### config.mk
export PLATFORM = sky130hd
export DESIGN_NAME = servo_pulse_decoder
export DESIGN_NICKNAME = d
export VERILOG_FILES = /design/src/rtl/servo_pulse_decoder.sv
export SDC_FILE = /design/constraint.sdc
export NUM_CORES = 1
export LEC_CHECK = 0
export CAP_MARGIN = 20
export CORE_MARGIN = 3
export CORE_UTILIZATION = 45
export CTS_CLUSTER_SIZE = 12
export DETAILED_ROUTE_END_ITERATION = 8
export SETUP_SLACK_MARGIN = 0.4
export SLEW_MARGIN = 40
export SYNTH_ARGS = -nofsm -noshare
export SYNTH_HDL_FRONTEND = slang
export SYNTH_SLANG_ARGS = --single-unit
### constraint.sdc
create_clock -name mclk -period 5.55 [get_ports mclk]
set_input_delay 0.555 -clock mclk [delete_from_list [all_inputs] [get_ports mclk]]
set_output_delay 0.555 -clock mclk [all_outputs]
set_load 0.1 [all_outputs]
### src/rtl/servo_pulse_decoder.sv
// Servo PWM receiver: conditions the raw pin, measures each frame's high time
// and rise-to-rise period, and reports width/position, frame errors, lock and
// loss of signal.
//
// state     | meaning
// ----------+-----------------------------------------------------------
// SYNC      | discard a pulse in progress; wait for a settled low level
// WAIT_RISE | level low, no frame open; next rise opens the first frame
// HIGH      | frame open, level high, high-time counter running
// LOW       | frame open, level low; next rise closes and judges the frame
module servo_pulse_decoder #(
    parameter int FILTER_CYCLES = 4,
    parameter int MIN_HIGH      = 20000,
    parameter int MAX_HIGH      = 130000,
    parameter int MIN_PERIOD    = 500000,
    parameter int MAX_PERIOD    = 1100000,
    parameter int TIMEOUT       = 1500000,
    parameter int LOCK_FRAMES   = 3
) (
    input  logic        mclk,
    input  logic        rst,
    input  logic        servo_in,
    output logic [20:0] width,
    output logic [16:0] position,
    output logic        valid,
    output logic        locked,
    output logic        err_width,
    output logic        err_period,
    output logic        signal_lost
);

    localparam int FW = $clog2(FILTER_CYCLES + 1);
    localparam int GW = $clog2(LOCK_FRAMES + 1);
    localparam logic [20:0] CNT_MAX  = '1;
    localparam logic [GW-1:0] GOOD_MAX = '1;

    typedef enum logic [1:0] {S_SYNC, S_WAIT_RISE, S_HIGH, S_LOW} state_t;

    state_t         r_state;
    state_t         w_next;
    logic           r_sync1, r_sync2;
    logic           r_filt, r_filt_q;
    logic           r_primed;
    logic [FW-1:0]  r_fcnt;
    logic [20:0]    r_hi, r_per, r_to;
    logic [GW-1:0]  r_good;

    logic           w_rise, w_fall, w_quiet_low, w_timeout;
    logic           w_start, w_eval, w_count_hi, w_count_per;
    logic           w_width_ok, w_period_ok;
    logic [16:0]    w_pos;
    logic [GW-1:0]  w_good_inc;

    // Two-flop synchronizer and glitch filter; both edges see the same delay.
    always_ff @(posedge mclk) begin
        if (rst) begin
            r_sync1  <= 1'b0;
            r_sync2  <= 1'b0;
            r_filt   <= 1'b0;
            r_filt_q <= 1'b0;
            r_primed <= 1'b0;
            r_fcnt   <= '0;
        end else begin
            r_sync1  <= servo_in;
            r_sync2  <= r_sync1;
            r_filt_q <= r_filt;
            r_primed <= 1'b1;
            if (r_sync2 != r_filt) begin
                if (r_fcnt == FW'(FILTER_CYCLES - 1)) begin
                    r_filt <= r_sync2;
                    r_fcnt <= '0;
                end else begin
                    r_fcnt <= r_fcnt + FW'(1);
                end
            end else begin
                r_fcnt <= '0;
            end
        end
    end

    assign w_rise = r_filt & ~r_filt_q;
    assign w_fall = ~r_filt & r_filt_q;
    // The synchronizer flops read as low straight out of reset, so a settled
    // low is only trusted once they have sampled the pin at least once.
    assign w_quiet_low = r_primed & ~r_filt & ~r_sync1 & ~r_sync2 & (r_fcnt == '0);

    // Loss-of-signal timer: reloads on every filtered rise, expires on the 1->0 step.
    always_ff @(posedge mclk) begin
        if (rst) begin
            r_to <= '0;
        end else if (w_rise) begin
            r_to <= 21'(TIMEOUT - 1);
        end else if (r_to != '0) begin
            r_to <= r_to - 21'd1;
        end
    end

    assign w_timeout = ~w_rise & (r_to == 21'd1);

    // FSM state register.
    always_ff @(posedge mclk) begin
        if (rst) r_state <= S_SYNC;
        else     r_state <= w_next;
    end

    // FSM next-state; a timeout overrides whatever the frame logic wanted.
    always_comb begin
        w_next = r_state;
        case (r_state)
            S_SYNC:      if (w_quiet_low) w_next = S_WAIT_RISE;
            S_WAIT_RISE: if (w_rise)      w_next = S_HIGH;
            S_HIGH:      if (w_fall)      w_next = S_LOW;
            S_LOW:       if (w_rise)      w_next = S_HIGH;
            default:                      w_next = S_SYNC;
        endcase
        if (w_timeout) w_next = r_filt ? S_SYNC : S_WAIT_RISE;
    end

    // FSM outputs: frame start/close and which counters run.
    always_comb begin
        w_start     = 1'b0;
        w_eval      = 1'b0;
        w_count_hi  = 1'b0;
        w_count_per = 1'b0;
        case (r_state)
            S_WAIT_RISE: w_start = w_rise;
            S_HIGH: begin
                w_count_hi  = r_filt;
                w_count_per = 1'b1;
            end
            S_LOW: begin
                w_start     = w_rise;
                w_eval      = w_rise;
                w_count_per = 1'b1;
            end
            default: ;
        endcase
    end

    // High-time and period counters; the rise clock itself counts as the first.
    always_ff @(posedge mclk) begin
        if (rst) begin
            r_hi  <= '0;
            r_per <= '0;
        end else if (w_start) begin
            r_hi  <= 21'd1;
            r_per <= 21'd1;
        end else begin
            if (w_count_hi && r_hi != CNT_MAX)   r_hi  <= r_hi + 21'd1;
            if (w_count_per && r_per != CNT_MAX) r_per <= r_per + 21'd1;
        end
    end

    assign w_width_ok  = (r_hi >= 21'(MIN_HIGH)) && (r_hi <= 21'(MAX_HIGH));
    assign w_period_ok = (r_per >= 21'(MIN_PERIOD)) && (r_per <= 21'(MAX_PERIOD));
    assign w_pos       = 17'(r_hi - 21'(MIN_HIGH));
    assign w_good_inc  = (r_good == GOOD_MAX) ? r_good : r_good + GW'(1);

    // Frame verdict, lock tracking and loss-of-signal flag.
    always_ff @(posedge mclk) begin
        if (rst) begin
            width       <= '0;
            position    <= '0;
            valid       <= 1'b0;
            locked      <= 1'b0;
            err_width   <= 1'b0;
            err_period  <= 1'b0;
            signal_lost <= 1'b1;
            r_good      <= '0;
        end else begin
            valid      <= 1'b0;
            err_width  <= 1'b0;
            err_period <= 1'b0;
            if (w_eval) begin
                if (w_width_ok && w_period_ok) begin
                    width       <= r_hi;
                    position    <= w_pos;
                    valid       <= 1'b1;
                    r_good      <= w_good_inc;
                    locked      <= (w_good_inc >= GW'(LOCK_FRAMES));
                    signal_lost <= 1'b0;
                end else begin
                    err_width  <= ~w_width_ok;
                    err_period <= ~w_period_ok;
                    r_good     <= '0;
                    locked     <= 1'b0;
                end
            end else if (w_timeout) begin
                signal_lost <= 1'b1;
                locked      <= 1'b0;
                r_good      <= '0;
            end
        end
    end

endmodule
== Word level (Yosys, flattened, before mapping) ==
Cells that the tools add are included.

* Flip-flop bits (word level): 118
* Output and inout bits: 43
* Logic and storage cells: 112

* Add/subtract/negate cells: 6
* $lt $le $gt $ge: 5
* Equality and inequality tests: 13
* Mux-type cells: 28
* Bitwise operators: 16
* Reduce and logical (&&, ||, !) cells: 23

{| class="wikitable"
|+ Operators with widths
! operator !! count
|-
| adder 21 x 1 -> 21 bit, second input constant || 2
|-
| 2-to-1 mux 21 bit || 2
|-
| != test 21 bit, second input constant || 2
|-
| == test 21 x 1 -> 1 bit, second input constant || 1
|-
| greater-or-equal comparator 21 x 15 -> 1 bit, second input constant || 1
|-
| greater-or-equal comparator 21 x 19 -> 1 bit, second input constant || 1
|-
| <= comparator 21 x 17 -> 1 bit, second input constant || 1
|-
| <= comparator 21 bit, second input constant || 1
|-
| nonzero test 21 bit || 1
|-
| subtractor 21 x 1 -> 21 bit, second input constant || 1
|-
| 2-to-1 mux 1 bit || 17
|-
| subtractor 17 x 15 -> 17 bit, second input constant || 1
|-
| 2-to-1 mux 2 bit || 8
|-
| OR reduction 2 bit || 5
|-
| NOT 1 bit || 9
|-
| nonzero test 2 bit || 4
|-
| bitwise AND 1 bit || 7
|-
| == test 2 bit, second input constant || 3
|-
| != test 3 bit, second input constant || 2
|-
| case mux 2 bit (3 select lines) || 1
|-
| AND reduction 2 bit || 3
|-
| OR reduction 3 bit || 2
|-
| logical AND 1 bit || 5
|-
| adder 3 x 1 -> 3 bit, second input constant || 1
|-
| 10 further kinds || 10
|}

== Depth between registers and ports, before layout ==
Gate-level depths: netlist of run 1.

* Depth after elaboration: 8
* Mapped depth: 10

== Least setup slack after synthesis of run 1 ==
No wires, ideal clock.

* Path kind: reg-to-reg
* From: reg r_to[8]
* To: reg r_to[15]
* Arrival: 2101 ps
* Data required time: 5418 ps
* Path slack: 3316 ps
* Cell stages (with the launch flop): 8
* Path buffers: 1
* Path through: dfxtp_1 > or4_4 > or4_4 > buf_6 > o211ai_1 > nor3_1 > xnor2_1 > a21oi_1

* Cells in the longest elaborated chain, start to end: 3

{| class="wikitable"
|+ RTL lines
! element !! line !! RTL
|-
| from (decl) || 45 || <nowiki>logic [20:0] r_hi, r_per, r_to;</nowiki>
|-
| from (signal assigned) || 92 || <nowiki>r_to <= 21'(TIMEOUT - 1);</nowiki>
|-
| from (signal assigned) || 94 || <nowiki>r_to <= r_to - 21'd1;</nowiki>
|-
| subtractor 21 x 1 -> 21 bit || 94 ||
|-
| 2-to-1 mux 21 bit || 93 || <nowiki>end else if (r_to != '0) begin</nowiki>
|-
| 2-to-1 mux 21 bit || 91 || <nowiki>end else if (w_rise) begin</nowiki>
|}

Several ways; a longest one is shown, not always the timed one. The select of a mux whose other input is x is not followed.
A chain may end at the register's enable or synchronous reset.

== Worst setup path after layout of run 1 ==
* From: reg r_hi[5]
* To: reg position[6]

* Cells in the longest elaborated chain, start to end: 4

{| class="wikitable"
|+ RTL lines
! element !! line !! RTL
|-
| from (decl) || 45 ||
|-
| from (signal assigned) || 149 || <nowiki>if (w_count_hi && r_hi != CNT_MAX) r_hi <= r_hi + 21'd1;</nowiki>
|-
| greater-or-equal comparator 21 x 15 -> 1 bit / <= comparator 21 x 17 -> 1 bit (equally long branches) || 154 || <nowiki>assign w_width_ok = (r_hi >= 21'(MIN_HIGH)) && (r_hi <= 21'(MAX_HIGH));</nowiki>
|-
| logical AND 1 bit || 154 ||
|-
| logical AND 1 bit || 175 || <nowiki>if (w_width_ok && w_period_ok) begin</nowiki>
|-
| AND reduction 2 bit (no line) || - ||
|-
| to (signal assigned) || 177 || <nowiki>position <= w_pos;</nowiki>
|-
| to (decl) || 24 || <nowiki>output logic [16:0] position,</nowiki>
|}

Several ways; a longest one is shown, not always the timed one.

==> results of run 1 <==
-- worst max-delay path, delay by kind of cell (launching register included) --
family	cells	cell delay (ns)
AO/OA/AOI/OAI	3	0.67
adder cells (fa/ha/maj)	1	0.21
buffers and inverters	1	0.16
flip-flops	1	0.39
AND/OR/NAND/NOR	3	1.34
-- placed cells by master, fill, tap and decap left out, types with 3 or more instances in the layout --
| cell | count |
|---|---|
| and3_1 | 14 |
| xnor2_1 | 32 |
| ha_1 | 13 |
| inv_1 | 19 |
| dfxtp_1 | 113 |
| nand3_1 | 41 |
| bufinv_16 | 6 |
| nor2b_1 | 5 |
| or3_1 | 5 |
| a211oi_1 | 9 |
| xor2_1 | 29 |
| o211ai_1 | 4 |
| clkbuf_16 | 17 |
| o21ai_0 | 25 |
| nor4_1 | 14 |
| buf_4 | 3 |
| nor3_1 | 10 |
| nand4_1 | 15 |
| nand2b_1 | 5 |
| clkinv_2 | 4 |
| a21oi_1 | 52 |
| nor2_1 | 64 |
| a31oi_1 | 4 |
| or4_1 | 5 |
| buf_2 | 44 |
| o31ai_1 | 3 |
| nand2_1 | 29 |
| and4_1 | 5 |
-- power by group --
group          leakage (nW)  internal (W)  total, W  switching (W)
Combinational          1.15      0.000229  0.000520       0.000291
Sequential            0.914      0.000880  0.000947      0.0000665
Clock                 0.327      0.000862   0.00123       0.000371
-- state kept, by name (all words and copies together), names as in the netlist --
name / flops
err_period: 1
err_width: 1
locked: 1
position: 12
r_fcnt: 3
r_filt: 1
r_filt_q: 1
r_good: 2
r_hi: 21
r_per: 21
r_primed: 1
r_state: 2
r_sync1: 1
r_sync2: 1
r_to: 21
signal_lost: 1
valid: 1
width: 21
-- path summary, 6_finish.rpt --
check | start | endpoint | cells after the start
max reg2reg | r_hi[5] | position[6] | 8
min | r_fcnt[0] | r_fcnt[0] | 1
min reg2reg | r_fcnt[0] | r_fcnt[0] | 1
max | r_hi[5] | position[6] | 8
-- kinds of logic (layout without fill, tap and decap cells) --
group | count (synthesis) | in the layout | share of synthesized area
xor+xnor | 61 | 61 | 0.1017
compound gates | 121 | 121 | 0.1436
flops | 113 | 113 | 0.4306
mux | 2 | 2 | 0.003811
fa+ha+maj | 13 | 13 | 0.03096
buf+inv | 60 | 100 | 0.04906
simple gates | 234 | 234 | 0.2403
-- area by class of cell --
cell class	instances	area, um2
multi-input cells	431	2774
fillers	1022	4911
well taps	140	175.2
clock inverters	11	207.7
flip-flops and latches	113	2262
inverters	19	71.32
repair buffers	49	264.0
clock buffers	21	460.4
-- through the flow --
step	utilization	area, um2	setup slack (ns)
finish	0.5586	6215	2.670
detailed placement	0.4963	5522	2.729
floorplan	-	5254	3.316
global route	0.5586	6215	2.469
CTS	0.5563	6190	2.714
global placement	0.5139	5718	2.462
-- per-layer routing --
metal  track usage  wire length, um
met1        0.2445             5756
met2        0.3384             6218
met3       0.05444              520
met4       0.06730              221
met5             0                0
==> flow_summary.ini, run 1 <==
[critical_path]
timing.critical_path.to_type = flip-flop
timing.critical_path.cells = inv_1, ha_1, or3b_2, a21oi_1, o221ai_1, or3b_1, nor2_2, a211oi_1
critical_path.startpoint_type = flip-flop
worstPathMaxFanout = 22
worstSetupPathType = reg2reg
crit_path_top_delay_cell = or3b_1
cp_data_required_time_ns = 5.87
worst-endpoint-arrival_ns = 3.20
r2r_setup_slk_ns = 2.67
slowest_stage_delay_on_critical_path_ns = 0.67

[cells_and_area]
post_route_cells_drive_above_1_share = 0.1553
diodes = 0
nNetsFinal = 647
layout-area-overhead-vs-synth_pct = 18.29
post_layout_nonfiller_instances = 784

[clock_tree]
cts_resized = 0
clockBufferDepth = 2
clock-sinks = 113
ctsHtreeMaxLevel = 4
numCtsBuffers = 17
clkSlewWorstSetupHoldPaths_ns = 0.05
clock-root-buffer = clkbuf_16
insertion_delay_ns = 0.41
cts_tree = built
post-cts-setup-buffers = 0
ctsHoldBuffers = 0

[synth]
syn_inst = 604
yosys.cell_types.count = 63
netlist.area_leader.share = 0.4306
ys_top_cells_by_area = dfxtp_1 (43%), xnor2_1 (5.3%), a21oi_1 (5.0%)
netlist_area_um2 = 5254
synth-edff-count = 0
yosys.area.top_type = dfxtp_1
synth.cells.most_frequent = dfxtp_1 (113), nor2_1 (64), a21oi_1 (52), nand3_1 (41), xnor2_1 (32)
yosysMostFrequentCell = dfxtp_1
yosys_warnings = 0
synth_nets = 620
synth_seq_cells = 113
seq_area_frac_synth = 0.4306
postSynth.asyncResetShare = 0
synthFlopType = dfxtp_1
syn-mean-instance-area_um2 = 8.698

[global_routing]
pin_count_of_the_biggest_net_entering_global_routing = 59
number_of_global_route_vias_before_repair = 4242
global_route.overflow_total = 0
antenna_found_initial = 0
grt.total_usage = 0.1995
grt_first_pass_wirelength_mm = 20.65

[sta]
rsz0062_at_grt = no
period_share = 0.5189
max_clock_freq_ghz = 0.3472
timing.max_slew.rel_slack = 0.4601
final.hold.worst_slack_ns = 0.4564
tightestPinTransition_ns = 0.8050
setup_total_negative_slack_ns = 0
finalHoldViolations = 0
setup_viol = 0
pins_over_their_slew_limit = 0
final.setup_skew_ns = 0.007173
min_clock_period_post_route_ns = 2.880

[route]
detailedRoute.firstPassIterationCount = 5
wl_final_mm = 12.72
count_of_nets_left_with_antenna_violations_after_detail_routing = 0
drt_iter0_drc = 231
route.detailed.vias_per_inst = 5.636
detail_route.wl_per_cell_um = 16.22
post-route-drc-count = 0
vias = 4419

[floorplan]
initial_core_util = 0.4722
fp.dieArea_um2 = 13010
number_of_primary_i_o_pins = 46
die_width_um = 114.1
coreArea_um2 = 11130
row_count = 38
fp.dieH_um = 114.1

[placed_design]
numPortBuffers = 45
gp_congestion = 0.8935
place.detailed.instances = 752
hpwl_mm = 8.749

[pwr]
worst_ir_drop_vdd_v = 0.0004410
cellPowerDensity_nw_per_um2 = 434.3
leakage_nw = 2.394
power.total_w = 0.002699

[worst_hold_path]
timing.hold.worst.class = reg2reg

[outcome]
run_status = complete, no violations

[flow_run]
max_cap_viol_count = 0
Note: power is estimated with default switching activity, not from simulation.
==> run 2: changes to the inputs <==
--- a/config.mk
+++ b/config.mk
@@ -10,6 +10,7 @@
 export CORE_UTILIZATION = 45
 export CTS_CLUSTER_SIZE = 12
 export DETAILED_ROUTE_END_ITERATION = 8
+export PLACE_DENSITY = 0.67
 export SETUP_SLACK_MARGIN = 0.4
 export SLEW_MARGIN = 40
 export SYNTH_ARGS = -nofsm -noshare
==> constraint.sdc (replaced) <==
create_clock -name mclk -period 2.45 [get_ports mclk]
set_input_delay 0.245 -clock mclk [delete_from_list [all_inputs] [get_ports mclk]]
set_output_delay 0.245 -clock mclk [all_outputs]
set_load 0.1 [all_outputs]
==> run 2 against run 1 <==
Net effect: clock skew up 0.0013 ns; non-clock buffer count up 60; critical path depth down 2; core utilization up 9.6 points; count of clock-buffer cells in the layout up 5; cell area up 17%; register-to-register slack worse by 2.6 ns; sequential share of layout area down 4.9 points.
==> flow_summary.ini, run 2 (synthesized netlist as in run 1, its figures left out) <==
[clock_tree]
clockBufferDepth = 2
insertion_delay_ns = 0.42
clock-root-buffer = clkbuf_16
clkSlewWorstSetupHoldPaths_ns = 0.05
numCtsBuffers = 17
cts_tree = built
clock-sinks = 113
ctsHtreeMaxLevel = 4

[sta]
setup_viol = 0
finalHoldViolations = 0
rsz0062_at_grt = yes
final.setup_skew_ns = 0.008484
timing.max_slew.rel_slack = 0.5605
tightestPinTransition_ns = 0.6532
setup_total_negative_slack_ns = 0
max_clock_freq_ghz = 0.4217
min_clock_period_post_route_ns = 2.371
pins_over_their_slew_limit = 0
period_share = 0.9679

[cells_and_area]
seqCellArea_um2 = 2291
mostFrequentLayoutCell = dfxtp_1
layout-area-overhead-vs-synth_pct = 38.60
fill_cells = 853
final_cell_mix = dfxtp_1 (98), buf_4 (92), nor2_1 (58)
fin_util = 0.6545
nNetsFinal = 711
diodes = 0
post_route_cells_drive_above_1_share = 0.3347
multi_input_comb_area_um2 = 3263

[route]
vias = 4889
wl_final_mm = 14.67
detail_route.wl_per_cell_um = 17.30
detailedRoute.firstPassIterationCount = 7
count_of_nets_left_with_antenna_violations_after_detail_routing = 0
route.detailed.vias_per_inst = 5.765
post-route-drc-count = 0
drt_iter0_drc = 410

[pwr]
cell_internal_power_dissipation_w = 0.004469
worst_ir_drop_vdd_v = 0.001065
leakage_nw = 2.802
power.net_switching_w = 0.002029
power_frac_clock = 0.349
pwr-share-seq = 0.336
cellPowerDensity_nw_per_um2 = 892.3
fraction_of_power_spent_switching_nets = 0.3123
power.share.combinational = 0.315

[critical_path]
cp_data_required_time_ns = 2.72
crit_path_top_delay_cell = or4_4
timing.critical_path.cells = or4_4, nor4_4, o41ai_4, or3b_4, nor2_4, a311oi_1
worstPathMaxFanout = 8
worst-endpoint-arrival_ns = 2.64
slowest_stage_delay_on_critical_path_ns = 0.56
worstSetupPathType = reg2reg
critical_path.startpoint_type = flip-flop
timing.critical_path.to_type = flip-flop

[floorplan]
fp.dieArea_um2 = 13010
row_count = 38
coreArea_um2 = 11130
die_width_um = 114.1
fp.dieH_um = 114.1
number_of_primary_i_o_pins = 46
initial_core_util = 0.4722

[global_routing]
number_of_global_route_vias_before_repair = 4646
grt.total_usage = 0.2130
antenna_found_initial = 0
pin_count_of_the_biggest_net_entering_global_routing = 58
grt_first_pass_wirelength_mm = 22.19
global_route.overflow_total = 0

[placed_design]
gp_congestion = 0.8989
numPortBuffers = 45
hpwl_mm = 8.635

[flow_run]
max_cap_viol_count = 0

[worst_hold_path]
timing.hold.worst.class = in2reg

[outcome]
run_status = complete, no violations
-- run 2: timing repair --
item,in CTS,in global routing
setup buffers,16,26
cloned,3,3
hold buffers,0,0
endpoints found under the setup margin,62,99
hold endpoints to repair,0,0
pin swaps,23,58
gates resized for setup,33,72
-- run 2: power groups by stage --
| stage | clock (W) | combinational (W) | sequential, W |
|---|---|---|---|
| finish | 0.00227 | 0.00205 | 0.00218 |
| global route | 0.00238 | 0.00222 | 0.00220 |
| CTS | 0.00229 | 0.00165 | 0.00216 |
| detailed placement | 0 | 0.00123 | 0.00218 |
| global placement | 0 | 0.00119 | 0.00217 |
| floorplan | 0 | 0.00112 | 0.00215 |
-- run 2: per-layer routing --
metal,up-vias,global-route usage,wire (um)
met3,47,0.05655,779
met1,2339,0.2628,6237
met4,0,0.09739,461
met5,-,0,0
li1,2346,-,-
met2,157,0.3478,7192
-- run 2: layout make-up --
cell class                      count  share of cell area
Multi-Input combinational cell    435              0.4481
Clock inverter                      6            0.007560
Tap cell                          140             0.02405
Clock buffer                       26             0.06718
Inverter                           19            0.009794
Sequential cell                   113              0.3146
Timing Repair Buffer              109              0.1287
-- run 2: critical path, delay by kind of cell, from the launching register on --
kind	cells	cell delay (ns)
and+or+nand+nor	4	1.56
DFF	1	0.36
AOI/OAI and AO/OA	2	0.29
-- run 2: worst paths after layout --
check        cells past startpoint           end  slack [ns]      start
max                              6  position[13]        0.08    r_hi[5]
min                              3      r_primed        0.20        rst
min reg2reg                      1     r_fcnt[0]        0.45  r_fcnt[0]
max reg2reg                      6  position[13]        0.08    r_hi[5]
-- run 2: stage by stage --
step	hold WS (ns)	area, um2	setup WS (ns)	cells	total power, W
after detailed placement	0.4459	5842	0.08588	768	0.003408
after global placement	0.4295	5842	0.1413	768	0.003363
final	0.1956	7282	0.07861	848	0.006498
after floorplan	0.3299	5361	0.2523	604	0.003269
after global routing	0.2008	7282	-0.01921	848	0.006793
after CTS	0.1811	6673	0.1435	819	0.006095
